**config.mk**
```make
export PLATFORM = sky130hd
export DESIGN_NAME = aes_sbox_arbiter
export DESIGN_NICKNAME = d
export VERILOG_FILES = /design/src/rtl/aes_sbox_arbiter.sv
export SDC_FILE = /design/constraint.sdc
export NUM_CORES = 1
export LEC_CHECK = 0
export BUFFER_PORTS_ARGS = -buffer_cell sky130_fd_sc_hd__buf_2
export CORE_ASPECT_RATIO = 1.1
export CORE_MARGIN = 1.5
export CORE_UTILIZATION = 43
export CTS_CLUSTER_DIAMETER = 30
export DETAILED_ROUTE_END_ITERATION = 6
export PLACE_DENSITY_LB_ADDON = 0.12
export SYNTH_ARGS = -nofsm -noshare
export SYNTH_HDL_FRONTEND = slang
export SYNTH_SLANG_ARGS = --single-unit
```
**constraint.sdc**
```tcl
create_clock -name clk -period 2.7 [get_ports clk]
set_clock_uncertainty 0.1 [all_clocks]
set_input_delay 0.135 -clock clk [delete_from_list [all_inputs] [get_ports clk]]
set_output_delay 0.135 -clock clk [all_outputs]
set_load 0.05 [all_outputs]
```
**src/rtl/aes_sbox_arbiter.sv**
```systemverilog
// Shares one 4-lane (32-bit) AES S-box between the state path (128-bit jobs,
// four beats each) and the key-expansion path (one 32-bit SubWord per grant).
// Key words win arbitration, but at most KEY_BURST of them (legal 1..3) are
// granted back-to-back while a state job is running.
//
// Handshake rule for every req/rsp pair: a transfer happens in a cycle where
// valid and ready are both high at the rising edge. A source holds valid and
// its data stable until that transfer. kw_req_ready is combinational on
// kw_req_valid, so the key requester must not make valid depend on ready.
//
// Byte order: byte 0 of each bus occupies its most significant eight bits,
// so beat b of a state job carries bytes 4b..4b+3 from the top of the word.
module aes_sbox_arbiter #(
  parameter int KEY_BURST = 1
) (
  input  logic         clk,
  input  logic         rst_n,
  input  logic         st_req_valid,
  output logic         st_req_ready,
  input  logic [127:0] st_req_data,
  output logic         st_rsp_valid,
  input  logic         st_rsp_ready,
  output logic [127:0] st_rsp_data,
  input  logic         kw_req_valid,
  output logic         kw_req_ready,
  input  logic [31:0]  kw_req_data,
  output logic         kw_rsp_valid,
  input  logic         kw_rsp_ready,
  output logic [31:0]  kw_rsp_data,
  output logic [31:0]  sbox_in,
  input  logic [31:0]  sbox_out,
  output logic         busy,
  output logic [1:0]   dbg_state
);

  typedef enum logic [1:0] {
    ST_IDLE = 2'd0,
    ST_RUN  = 2'd1,
    ST_DONE = 2'd2
  } st_state_t;

  localparam logic [1:0] KB = KEY_BURST[1:0];

  st_state_t    r_state;
  logic [1:0]   r_b;
  logic [1:0]   r_kcnt;
  logic [127:0] r_buf;
  logic [127:0] r_out;
  logic [31:0]  r_kw_data;
  logic         r_kw_valid;

  logic         w_key_limit;
  logic         w_key_grant;
  logic         w_st_grant;
  logic [31:0]  w_beat_word;

  // Key grant needs a free (or draining) response slot and no starvation cap.
  assign w_key_limit = (r_state == ST_RUN) && (r_kcnt == KB);
  assign w_key_grant = kw_req_valid && (!r_kw_valid || kw_rsp_ready) && !w_key_limit;
  assign w_st_grant  = (r_state == ST_RUN) && !w_key_grant;

  // Select the current beat's four bytes from the captured state.
  always_comb begin
    w_beat_word = r_buf[127:96];
    case (r_b)
      2'd0:    w_beat_word = r_buf[127:96];
      2'd1:    w_beat_word = r_buf[95:64];
      2'd2:    w_beat_word = r_buf[63:32];
      default: w_beat_word = r_buf[31:0];
    endcase
  end

  // Route the granted requester onto the shared S-box input; idle drives zero.
  always_comb begin
    sbox_in = '0;
    if (w_key_grant) begin
      sbox_in = kw_req_data;
    end else if (w_st_grant) begin
      sbox_in = w_beat_word;
    end
  end

  // State-job FSM: capture, four substitution beats, then hold the result.
  always_ff @(posedge clk or negedge rst_n) begin
    if (!rst_n) begin
      r_state <= ST_IDLE;
      r_b     <= '0;
      r_kcnt  <= '0;
      r_buf   <= '0;
      r_out   <= '0;
    end else begin
      case (r_state)
        ST_IDLE: begin
          if (st_req_valid) begin
            r_buf   <= st_req_data;
            r_b     <= '0;
            r_state <= ST_RUN;
          end
        end
        ST_RUN: begin
          if (w_st_grant) begin
            case (r_b)
              2'd0:    r_out[127:96] <= sbox_out;
              2'd1:    r_out[95:64]  <= sbox_out;
              2'd2:    r_out[63:32]  <= sbox_out;
              default: r_out[31:0]   <= sbox_out;
            endcase
            r_b <= r_b + 2'd1;
            if (r_b == 2'd3) begin
              r_state <= ST_DONE;
            end
          end
        end
        ST_DONE: begin
          if (st_rsp_ready) begin
            r_state <= ST_IDLE;
          end
        end
        default: r_state <= ST_IDLE;
      endcase

      // Consecutive key grants are only counted against a running state job.
      if ((r_state != ST_RUN) || w_st_grant) begin
        r_kcnt <= '0;
      end else if (w_key_grant) begin
        r_kcnt <= r_kcnt + 2'd1;
      end
    end
  end

  // Single-entry key response slot; a grant in the draining cycle refills it.
  always_ff @(posedge clk or negedge rst_n) begin
    if (!rst_n) begin
      r_kw_valid <= 1'b0;
      r_kw_data  <= '0;
    end else if (w_key_grant) begin
      r_kw_valid <= 1'b1;
      r_kw_data  <= sbox_out;
    end else if (kw_rsp_ready) begin
      r_kw_valid <= 1'b0;
    end
  end

  assign st_req_ready = (r_state == ST_IDLE);
  assign st_rsp_valid = (r_state == ST_DONE);
  assign st_rsp_data  = r_out;
  assign kw_req_ready = w_key_grant;
  assign kw_rsp_valid = r_kw_valid;
  assign kw_rsp_data  = r_kw_data;
  assign busy         = (r_state != ST_IDLE) || r_kw_valid;
  assign dbg_state    = r_state;

endmodule

```
==> metrics.txt <==
sequential power share=26.4%; RSZ-0062 raised after global routing=true; min-delay worst type=input pin to async pin; last weighted congestion value of the routability-driven placer=0.811; Setup crit start=r_b[0]$_DFFE_PN0P_; timing-limited maximum frequency=just under 400 MHz; Post-Synthesis Mean Instance Area=14.8 um^2; area of the placeable core=28500 um^2; sink count of the clock tree=approximately 300; cell area after synthesis=12400 um^2; Clock power frac=between 20% and 30%; CP arrival=roughly 2.4 ns; reported leakage power=a little under 9 nW; share of the core filled with cells in the final layout=66.0%; proportion of synthesized chip area in sequential cells=between 50% and 60%; Worst slew margin=56.5%; estimated wirelength of the detail-placed design=roughly 23000 um; largest family of logic cells by synthesized area=multiplexers; CP max-delay cell=sky130_fd_sc_hd__dfrtp_1; endpoint of the worst register-to-register path=kw_rsp_data[15]$_DFFE_PN0P_; Simple-Gate Fraction of Synth Area=2.56%; Max Root-Sink Buffers=3; clock period minus worst slack=2.59 ns; Yosys top cell by area=sky130_fd_sc_hd__dfrtp_1; Reg2Reg Setup Slack=0.62 ns; hold violation total from the final report=0; number of distinct library cell variants in the gate-level netlist after synthesis=33; net switching power=about 0.013 W; number of I/O port buffers=396; crit-path max cell delay=between 0.4 and 0.5 ns; Horiz. Die Dim=165 um; number of antenna-violating nets in the routed design=0; outcome=completed; number of max-slew violations in the final report=0; maximum level of the CTS H-tree=3; top-level port count=397; Root Buffer Master=sky130_fd_sc_hd__clkbuf_16; post-synthesis adder-cell area fraction=less than 1%; die boundary height=181 um; most common cell after layout, fill and taps aside=sky130_fd_sc_hd__buf_2; Net Count, Synth=1043; Cells after Synth=840; commonest non-fill, non-tap cells in the layout=sky130_fd_sc_hd__buf_2, sky130_fd_sc_hd__dfrtp_1, sky130_fd_sc_hd__mux2_2, sky130_fd_sc_hd__dlygate4sd3_1, sky130_fd_sc_hd__clkbuf_16; compound-cell area share of the yosys netlist=8.00%; DRC marker count from the first detailed-route iteration=442; filler cell count=between 2000 and 2500; final wirelength=35400 um; warnings from Yosys=0; Critical R2R Launch=dbg_state[1]$_DFFE_PN0P_; biggest fanout along the worst timing path=18; pin count of the biggest net entering global routing=78; peak supply drop=1.08 mV; ratio of cells with drive above 1 in the final layout=56.1%; clock transition time at the flip-flop clock pins of the worst setup and hold paths=0.04 ns; number of violations of the max-capacitance limit=0; length in cells of the worst reg-to-reg path=4; row count=65; DIE AREA=approximately 30000 um^2; sum of negative setup slack=0 ns; nature of the critical path endpoint=output pin; via count of the first global-routing pass=10200; global-route wire length before repair=55000 um; number of setup violations in the final report=0; CTS Buf Count=between 60 and 70; remaining global-route overflow=0; startpoint type of the worst setup path=flip-flop; pre-CTS setup slack=0.522 ns; required time at the worst-slack endpoint=2.47 ns; antenna violations before repair=3; ranking of synthesized cells by area=sky130_fd_sc_hd__dfrtp_1, sky130_fd_sc_hd__mux2_2, sky130_fd_sc_hd__a21oi_1; combinational fraction of design power=45.7%; Tot GR Track Use=roughly a quarter; register bit count reported by yosys=295; net count reported at finish=1643; total internal power=0.0169 W; clock tree from TritonCTS=yes; clock latency reported for the late side of the worst-skew pair=approximately 0.54 ns; Critical Path, Cell by Cell=inv_1 > ha_2 > buf_4 > a22oi_1 > a21oi_1 > a22o_1 > buf_2; mean number of vias per cell=approximately 5; kind of critical path=flip-flop to output pin; average wire length per cell after detail routing=19.0 um; worst slew pin tran=~0.65 ns; Sw Ratio=43.1%; Initial Util=a little over two fifths; number of detailed-route iterations in the first pass=4; Area Overhead vs Synth=51.6%; xor-xnor portion of the synthesized cell area=0%; power density normalized to cell area=roughly 1600 nW/um^2; multiplexer share of the synthesized area=26.1%; Final Cell Area=18800 um^2; placed cell area=14800 um^2; last element of the critical path=sbox_in[29]; portion of synthesized cell area occupied by the leading cell type=~60%; worst hold slack=0.0681 ns; Residual DRC=0; Worst Setup Slack, final=0.113 ns; final critical-path share of the clock period=95.8%; routed vias=between 9000 and 10000
## how the worst min path moves through the flow
stage               slack, ns                       end         start  cells past startpoint
floorplan               -0.26  dbg_state[0]$_DFFE_PN0P_         rst_n                      0
global placement         0.08    r_buf[110]$_DFFE_PN0P_         rst_n                      1
detailed placement       0.09    r_buf[110]$_DFFE_PN0P_         rst_n                      1
CTS                      0.03  kw_rsp_valid$_DFFE_PN0P_  kw_rsp_ready                      3
global route             0.07  kw_rsp_valid$_DFFE_PN0P_  kw_rsp_ready                      3
finish                   0.07    r_buf[112]$_DFFE_PN0P_         rst_n                      2
## flip-flops by register name, indices dropped and copies added, names as in the netlist
name          cells
dbg_state         2
kw_rsp_data      32
kw_rsp_valid      1
r_b               2
r_buf           128
r_kcnt            2
st_rsp_data     128
## cell usage after synthesis, drive strengths merged
master  number
o21ai        1
ha           5
clkbuf      16
o31ai        1
a32oi        1
a22o        32
buf         39
inv          6
dfrtp      295
or3          1
mux2       288
and2b        2
nand2        4
nand2b       4
a31oi        1
a22oi       32
nor3         2
a21oi       65
nor2         2
o21bai       1
nor2b       33
and2         2
nand4        1
o211ai       6
## repair_timing
item,4_1_cts,5_1_grt
setup buffers,0,1
gates resized for setup,1,4
endpoints found under the hold margin,403,0
pin swaps,0,1
hold buffers,163,0
endpoints found under the setup margin,1,22
## power by group through the flow
stage                     Sequential, W  Combinational (W)  Clock, W
after floorplan                  0.0119            0.00604         0
after global placement          0.00775             0.0132         0
after detailed placement        0.00783             0.0133         0
after CTS                       0.00781             0.0136   0.00844
after global routing            0.00810             0.0142   0.00870
final                           0.00782             0.0135   0.00828
## cells by family (layout without fill, tap and decap cells)
family,Yosys count,count (layout)
flip-flops,295,295
multiplexers,288,288
AO/OA/AOI/OAI,140,140
buffers and inverters,61,712
AND/OR/NAND/NOR,51,51
adder cells (fa/ha/maj),5,5
other,0,2
## through the flow
step | cells | power [W]
final | 1861 | 0.0296
after global routing | 1861 | 0.0310
after CTS | 1858 | 0.0298
after detailed placement | 1576 | 0.0212
after global placement | 1576 | 0.0210
after floorplan | 840 | 0.0179
## per-layer routing
layer  vias up  wire (um)  track usage [%]
met2       361      17400             40.1
met3        75       2660             6.86
li1       4286          -                -
met4         2       1270             10.8
met5         -         11                0
met1      4671      14000             28.0
## layout make-up
type | instances | area [um^2] | share of cell area [%]
multi-input cells | 484 | 4640 | 24.6
repair buffers | 587 | 3970 | 21.1
well taps | 368 | 460 | 2.44
clock inverters | 41 | 557 | 2.96
flip-flops and latches | 295 | 7380 | 39.2
diodes | 2 | 5.00 | 0.0266
inverters | 6 | 25.0 | 0.133
clock buffers | 78 | 1800 | 9.54
## critical path: cells and delay by family (launching register included)
| family | cells | cell delay [ns] |
|---|---|---|
| flops | 1 | 0.42 |
| compound gates | 3 | 0.55 |
| buf+inv | 3 | 0.64 |
| fa+ha+maj | 1 | 0.19 |
Note: power is estimated with default switching activity, not from simulation.
